## src/rtl/byte_stream_packer_pkg.sv

```systemverilog
// Shared definitions for the byte stream packer: width helpers, default widths
// and the flush FSM state encoding.
package byte_stream_packer_pkg;

  localparam int DEF_IN_W  = 32;
  localparam int DEF_OUT_W = 64;

  function automatic int myclog2(input int value);
    int result;
    result = 0;
    while ((1 << result) < value) result++;
    return result;
  endfunction

  function automatic int bytes_of(input int width);
    return width / 8;
  endfunction

  typedef enum logic {
    ST_RUN   = 1'b0,
    ST_FLUSH = 1'b1
  } state_t;

endpackage

```

## src/rtl/byte_shift_insert.sv

```systemverilog
// Combinational next-state for the packer byte buffer: an optional fixed
// down-shift by one output word merged with a count-indexed byte append.
module byte_shift_insert
  import byte_stream_packer_pkg::*;
#(
  parameter int IN_BYTES  = 4,
  parameter int OUT_BYTES = 8,
  parameter int CNT_W     = 4,
  parameter int N_W       = 3
) (
  input  logic [(OUT_BYTES+IN_BYTES)*8-1:0] buf_cur,
  input  logic [CNT_W-1:0]                  cnt,
  input  logic                              pop,
  input  logic                              push,
  input  logic [IN_BYTES*8-1:0]             in_data,
  input  logic [N_W-1:0]                    nbytes,
  output logic [(OUT_BYTES+IN_BYTES)*8-1:0] buf_next,
  output logic [CNT_W-1:0]                  cnt_next
);

  localparam int BUF_BYTES = OUT_BYTES + IN_BYTES;

  int c;
  int popped;
  int taken;
  int base;
  logic [BUF_BYTES*8-1:0] src;

  // Pushed bytes land right after whatever survives the pop this cycle.
  always_comb begin
    c        = int'(cnt);
    popped   = pop ? ((c > OUT_BYTES) ? OUT_BYTES : c) : 0;
    taken    = push ? int'(nbytes) : 0;
    base     = c - popped;
    src      = (popped != 0) ? (buf_cur >> (OUT_BYTES * 8)) : buf_cur;
    buf_next = src;
    for (int i = 0; i < BUF_BYTES; i++) begin
      if (i >= base && i < base + taken) begin
        buf_next[i*8 +: 8] = in_data[(i-base)*8 +: 8];
      end
    end
    cnt_next = CNT_W'(base + taken);
  end

endmodule

```

## src/rtl/byte_stream_packer.sv

```systemverilog
// Packs variable-length byte beats into full little-endian output words and
// drains any residue as a single padded word on flush.
module byte_stream_packer
  import byte_stream_packer_pkg::*;
#(
  parameter int         IN_W     = DEF_IN_W,
  parameter int         OUT_W    = DEF_OUT_W,
  parameter logic [7:0] PAD_BYTE = 8'h00
) (
  input  logic                                     clk,
  input  logic                                     rst,
  input  logic                                     in_valid,
  input  logic [IN_W-1:0]                          in_data,
  input  logic [myclog2(bytes_of(IN_W)+1)-1:0]     in_nbytes,
  output logic                                     in_ready,
  input  logic                                     flush,
  output logic                                     flush_done,
  output logic                                     w_req,
  output logic [OUT_W-1:0]                         data_o,
  input  logic                                     full,
  output logic [myclog2(bytes_of(OUT_W)+1)-1:0]    out_nbytes,
  output logic                                     busy
);

  localparam int IN_BYTES  = bytes_of(IN_W);
  localparam int OUT_BYTES = bytes_of(OUT_W);
  localparam int BUF_BYTES = OUT_BYTES + IN_BYTES;
  localparam int CNT_W     = myclog2(BUF_BYTES + 1);
  localparam int N_W       = myclog2(IN_BYTES + 1);
  localparam int ON_W      = myclog2(OUT_BYTES + 1);

  logic [BUF_BYTES*8-1:0] byte_buf;
  logic [BUF_BYTES*8-1:0] buf_next;
  logic [CNT_W-1:0]       cnt;
  logic [CNT_W-1:0]       cnt_next;
  state_t                 state;
  logic                   alive;
  logic                   push;
  logic                   pop;
  logic [N_W-1:0]         n_clamped;

  // alive keeps in_ready low while reset is held, even though cnt and state
  // already look idle.
  assign in_ready   = alive && (state == ST_RUN) && (cnt <= CNT_W'(OUT_BYTES));
  assign w_req      = (cnt >= CNT_W'(OUT_BYTES)) || ((state == ST_FLUSH) && (cnt != '0));
  assign push       = in_valid && in_ready;
  assign pop        = w_req && !full;
  assign n_clamped  = (in_nbytes > N_W'(IN_BYTES)) ? N_W'(IN_BYTES) : in_nbytes;
  assign out_nbytes = (cnt >= CNT_W'(OUT_BYTES)) ? ON_W'(OUT_BYTES) : ON_W'(cnt);
  assign flush_done = (state == ST_FLUSH) && (cnt_next == '0);
  assign busy       = (cnt != '0) || (state != ST_RUN);

  always_comb begin
    data_o = '0;
    for (int j = 0; j < OUT_BYTES; j++) begin
      data_o[j*8 +: 8] = (CNT_W'(j) < cnt) ? byte_buf[j*8 +: 8] : PAD_BYTE;
    end
  end

  byte_shift_insert #(
    .IN_BYTES (IN_BYTES),
    .OUT_BYTES(OUT_BYTES),
    .CNT_W    (CNT_W),
    .N_W      (N_W)
  ) u_shift (
    .buf_cur (byte_buf),
    .cnt     (cnt),
    .pop     (pop),
    .push    (push),
    .in_data (in_data),
    .nbytes  (n_clamped),
    .buf_next(buf_next),
    .cnt_next(cnt_next)
  );

  // A push in the same cycle as flush is already folded into cnt_next, so
  // it is drained along with the rest of the residue.
  always_ff @(posedge clk or negedge rst) begin
    if (!rst) begin
      byte_buf <= '0;
      cnt      <= '0;
      state    <= ST_RUN;
      alive    <= 1'b0;
    end else begin
      alive    <= 1'b1;
      byte_buf <= buf_next;
      cnt      <= cnt_next;
      case (state)
        ST_RUN:   if (flush) state <= ST_FLUSH;
        ST_FLUSH: if (cnt_next == '0) state <= ST_RUN;
        default:  state <= ST_RUN;
      endcase
    end
  end

endmodule
```

## config.mk

```make
export PLATFORM = sky130hd
export DESIGN_NAME = byte_stream_packer
export DESIGN_NICKNAME = d
export VERILOG_FILES = /design/src/rtl/byte_stream_packer_pkg.sv /design/src/rtl/byte_shift_insert.sv /design/src/rtl/byte_stream_packer.sv
export SDC_FILE = /design/constraint.sdc
export NUM_CORES = 1
export LEC_CHECK = 0
export BUFFER_PORTS_ARGS = -buffer_cell sky130_fd_sc_hd__clkbuf_2
export CAP_MARGIN = 40
export CORE_MARGIN = 2
export CORE_UTILIZATION = 25
export DETAILED_ROUTE_END_ITERATION = 10
export GPL_ROUTABILITY_DRIVEN = 0
export PLACE_DENSITY = 0.49
export SYNTH_ARGS = -nofsm -noshare
export SYNTH_HDL_FRONTEND = slang
export SYNTH_HIERARCHICAL = 1
export SYNTH_SLANG_ARGS = --single-unit
```

## constraint.sdc

```tcl
create_clock -name clk -period 5.5 [get_ports clk]
set_input_delay 1.1 -clock clk [delete_from_list [all_inputs] [get_ports clk]]
set_output_delay 1.1 -clock clk [all_outputs]
set_load 0.02 [all_outputs]
```

**Word-level counts from Yosys, hierarchy flattened**

Index checks and enable logic that the tools add are counted.

- Register bits after elaboration: 102
- Input bits: 40
- Output and inout port bits: 72

- Order comparisons: 36
- Bitwise operators: 1
- Shift-type cells: 12
- Mux-type cells: 29
- Add/subtract/negate cells: 14
- Reductions and logical operators: 36

Operators with widths:

| cell | number |
|---|---|
| $shiftx A32 B32 Y8 | 12 |
| $mux W8 | 20 |
| $ge A4 B32 Y1 const A | 4 |
| $ge A5 B32 Y1 const A | 4 |
| $lt A4 B32 Y1 const A | 4 |
| $lt A5 B32 Y1 const A | 4 |
| $sub A4 B29 Y29 const A | 4 |
| $sub A5 B29 Y29 const A | 4 |
| $mux W96 | 1 |
| $ge A3 B32 Y1 const A | 2 |
| $lt A3 B32 Y1 const A | 2 |
| $sub A3 B29 Y29 const A | 2 |
| $add A32 B4 Y32 | 1 |
| $ge A1 B32 Y1 const A | 1 |
| $ge A2 B32 Y1 const A | 1 |
| $lt A1 B32 Y1 const A | 1 |
| $lt A2 B32 Y1 const A | 1 |
| $mux W32 | 1 |
| $reduce_bool A32 Y1 | 1 |
| $sub A5 B32 Y32 | 1 |
| $sub A1 B29 Y29 const A | 1 |
| $sub A2 B29 Y29 const A | 1 |
| $reduce_bool A2 Y1 | 12 |
| $logic_and A1 B1 Y1 | 18 |
| other kinds (16) | 25 |

**Depth between registers and ports, before layout**

- Depth in word-level cells: 10
- Gate-level depth with buffers: 19
- Depth with buffers taken out: 16

**By module**

Netlist, hierarchy kept.

By module, submodules not included:

| module | instances | area an instance (um^2) | cells an instance |
|---|---|---|---|
| byte_shift_insert | 1 | 3926.3 | 532 |
| byte_stream_packer | 1 | 3208.1 | 199 |

**Worst setup path before layout**

No wires, ideal clock.

- Path kind: input port to output port
- Start: in full
- End: out flush_done
- Data required time: 4.400 ns
- Arrival time: 4.353 ns
- Slack: 0.047 ns
- Stages: 13
- Cells stage by stage: a21oi_1 -> nor2b_1 -> and2_1 -> ha_1 -> inv_1 -> fa_1 -> xor2_1 -> ha_1 -> and3_1 -> a211oi_2 -> xnor2_1 -> nor4_1 -> and2_1

- Cells in the longest elaborated chain, start to end: 7

Ends and longest elaborated chain:

| element | RTL line | source |
|---|---|---|
| start: declaration | byte_stream_packer.sv:20 | `input logic full,` |
| $logic_not A1 Y1 | byte_stream_packer.sv:47 | `assign pop = w_req && !full;` |
| $logic_and A1 B1 Y1 | byte_stream_packer.sv:47 |  |
| $mux W32 | byte_shift_insert.sv:32 | `popped = pop ? ((c > OUT_BYTES) ? OUT_BYTES : c) : 0;` |
| $sub A5 B32 Y32 | byte_shift_insert.sv:34 | `base = c - popped;` |
| $add A32 B4 Y32 | n/a |  |
| net cnt_next[3] | byte_stream_packer.sv:35 | `logic [CNT_W-1:0] cnt_next;` |
| $logic_not A4 Y1 | byte_stream_packer.sv:50 | `assign flush_done = (state == ST_FLUSH) && (cnt_next == '0);` |
| $logic_and A1 B1 Y1 | byte_stream_packer.sv:50 |  |
| end: declaration | byte_stream_packer.sv:17 | `output logic flush_done,` |

The timed path passes the listed nets, and every way through them passes these cells.

**Worst setup path in the final report**

- Start: in full
- End: out flush_done

- Cells in the longest elaborated chain, start to end: 7

Ends and longest elaborated chain:

| element | RTL line | source |
|---|---|---|
| $logic_not A1 Y1 | byte_stream_packer.sv:47 |  |
| $logic_and A1 B1 Y1 | byte_stream_packer.sv:47 |  |
| net pop | byte_stream_packer.sv:39 | `logic pop;` |
| $mux W32 | byte_shift_insert.sv:32 |  |
| $sub A5 B32 Y32 | byte_shift_insert.sv:34 |  |
| $add A32 B4 Y32 | n/a |  |
| net cnt_next[3] | byte_stream_packer.sv:35 |  |
| $logic_not A4 Y1 | byte_stream_packer.sv:50 |  |
| $logic_and A1 B1 Y1 | byte_stream_packer.sv:50 |  |

The timed path passes the listed nets, and every way through them passes these cells.

==> flow_summary.yaml <==
status:
  status: "finished clean"
timing:
  max_freq_mhz: 192.4
  tns_ns: 0
  skew_ns: 0.008271
  rsz0062_at_grt: "false"
  slew_headroom_pct: 40.97
  finalSetupViolations: 0
  hold_viol: 0
  finalCritPeriodShare_pct: 94.51
  period_minus_slack_ns: 5.198
  slew_violations: 0
  worst_pin_slew_ns: 0.8855
floorplan:
  fp.coreArea_sq_mm: 0.02793
  dieHeight_um: 172.9
  rows: 61
  ioPinCount: 112
  dieArea_sq_mm: 0.02990
  initial_core_util_pct: 25.54
  fp.dieW_um: 172.9
clock_network:
  cts_max_level: 3
  clk_path_buf_depth: 2
  cts_sinks: 102
  cts_hold_buffers: 0
  cts_setup_buffers: 0
  cts_resized: 0
  clk_pin_slew_ns: 0.07
  clock_latency_ns: 0.35
  cts_buffers: 9
  cts_tree: "yes"
  root_buffer: "clkbuf_16"
yosys:
  ys_warn_count: 6
  synthFlopType: "dfrtp_1"
  synth_edf_count: 0
  syn_inst: 731
  ys_types: 71
  synth-seq-area-share_pct: 35.78
  synth-seq-cells: 102
  async_reset_ff_share_pct: 100.0
  syn_area_sq_mm: 0.007134
  syn_avg_cell_area_sq_um: 9.760
  syn-num-nets: 792
setup_path:
  path_cells: "clkbuf_2 -> a21oi_1 -> nor2b_1 -> and2_1 -> ha_4 -> inv_1 -> fa_1 -> xor2_1 -> ha_1 -> and3_1 -> a211oi_2 -> xnor2_1 -> nor4_2 -> and2_1 -> clkbuf_2"
  r2r-start: "state$_DFF_PN0_"
  reg2reg_depth: 16
  cpMaxStageDelayCell: "fa_1"
  crit_fanout: 3
  reg2reg_to: "byte_buf[42]$_DFF_PN0_"
  critical_path_class: "input pin to primary output"
  reg2reg_setup_slack_ns: 0.99
  max_stage_delay_ns: 0.40
  crit_path_end_kind: "primary output"
  arrival_ns: 4.10
  cp.required_ns: 4.40
  critical_path.startpoint_type: "input pin"
final_layout:
  drive_gt1_share_pct: 24.85
  fillCellCount: 3011
  syn_to_final_growth_pct: 18.66
  nNetsFinal: 890
routing:
  ant_nets: 0
  num_vias: 5959
  firstDrtPassIters: 5
  drc: 0
  routed_via_density: 4.913
  routed_wl_um: 22870
  wl_per_cell_um: 18.85
  drtIter0Drc: 544
placed_design:
  port_buffers: 111
  dp_hpwl_um: 17230
global_route:
  grt.total_usage_pct: 15.50
  grt_first_pass_wirelength_um: 35980
  grt_antenna_before_repair: 2
  grt_start_max_net_pins: 70
  grt_pass1_vias: 5977
  grt_overflow: 0
hold_path:
  min_from: "byte_buf[52]$_DFF_PN0_"
  min_path_type: "register to register"
  holdPathEnd: "byte_buf[52]$_DFF_PN0_"
  holdPathStages: 1
run:
  max_cap_violations: 0
[how the worst max path moves through the flow]
stage	end	depth (start not counted)	from	slack, ns
after floorplan	flush_done	13	full	0.05
after global placement	flush_done	15	full	0.33
after detailed placement	flush_done	15	full	0.23
after CTS	flush_done	15	full	0.21
after global routing	flush_done	15	full	0.06
final	flush_done	15	full	0.30
[state kept, by name, indices dropped and copies added (netlist names)]
register / cells
cnt: 4
byte_buf: 96
alive: 1
state: 1
[layout by cell type (no fill, tap or decap), types with 2 or more instances in the layout]
cell type	synthesis	routed
a31oi_1	18	18
a211oi_2	2	2
and2b_1	4	4
dfrtp_1	102	102
nand4_1	2	2
ha_1	19	18
and3_1	3	3
nor3_2	2	2
nand3_1	10	10
o21ai_1	9	9
diode_2	0	2
nand2_1	162	162
nor2b_1	53	53
a22o_1	25	25
a221o_1	2	2
a211oi_1	3	3
o21ai_0	11	11
xnor2_1	9	9
clkbuf_2	1	110
mux4_2	32	32
and2_1	15	15
inv_1	12	12
o22ai_1	15	15
buf_4	4	20
nor2_1	20	20
a221oi_2	2	2
mux2i_2	2	2
mux2i_1	65	65
fa_1	2	2
a22oi_1	8	8
bufinv_16	0	2
a21oi_1	28	28
inv_2	2	2
nand2b_1	6	6
a21boi_0	8	8
clkbuf_16	0	9
[synth_stat cells (9+ instances only)]
master | number | area (sq um)
nand2_1 | 162 | 608.1
dfrtp_1 | 102 | 2552
mux2i_1 | 65 | 650.6
nor2b_1 | 53 | 331.6
mux4_2 | 32 | 720.7
a21oi_1 | 28 | 140.1
a22o_1 | 25 | 219.0
clkbuf_1 | 22 | 82.58
nor2_1 | 20 | 75.07
ha_1 | 19 | 237.7
a31oi_1 | 18 | 112.6
and2_1 | 15 | 93.84
o22ai_1 | 15 | 93.84
inv_1 | 12 | 45.04
o21ai_0 | 11 | 55.05
nand3_1 | 10 | 50.05
o21ai_1 | 9 | 45.04
xnor2_1 | 9 | 78.83
[worst max-delay path, delay by kind of cell]
kind | cells | cell delay (ns)
and+or+nand+nor | 5 | 1.07
AOI/OAI and AO/OA | 2 | 0.41
buffers and inverters | 3 | 0.28
adders and majority gates | 3 | 0.82
xor gates and xnor gates | 2 | 0.41
[cell type report]
| cell class | instances | area, sq um | area share (%) |
|---|---|---|---|
| flip-flops and latches | 102 | 2552 | 30.15 |
| inverters | 14 | 52.55 | 0.6208 |
| multi-input cells | 571 | 4334 | 51.20 |
| diodes | 2 | 5.005 | 0.05912 |
| clock buffers | 10 | 239.0 | 2.823 |
| repair buffers | 131 | 728.2 | 8.602 |
| well taps | 378 | 473.0 | 5.587 |
| clock inverters | 5 | 81.33 | 0.9607 |
[cell families (layout without fill, tap and decap cells)]
family / count (synthesis) / after routing / synth area share [%]
mux: 100 / 100 / 19.82
simple gates: 285 / 285 / 19.08
other cells: 1 / 3 / 0.05256
flops: 102 / 102 / 35.78
compound gates: 152 / 152 / 15.70
buf+inv: 58 / 160 / 3.841
fa+ha+maj: 21 / 21 / 3.893
xor+xnor: 12 / 12 / 1.842
[routing by layer]
metal	global-route usage (%)	routed length (um)	vias to the layer above
met5	0	0	-
met4	4.061	262	0
met3	2.792	1378	14
met2	24.57	10600	186
met1	21.76	10630	2943
li1	-	-	2816
[per-stage QoR]
step	utilization (%)	cells	instance area (sq um)	hold WS, ns	worst slack [ns]
global route	30.31	1213	8466	0.5112	0.05758
detailed placement	29.12	1196	8134	0.4753	0.2251
floorplan	-	731	7134	0.4579	0.04701
global placement	29.02	1195	8107	0.4768	0.3311
finish	30.31	1213	8466	0.4945	0.3018
CTS	30.27	1211	8454	0.4978	0.2107
Power is left out: the tool's default activity adds up to more than one toggle a clock period on the data nets, which glitch-free logic cannot reach.
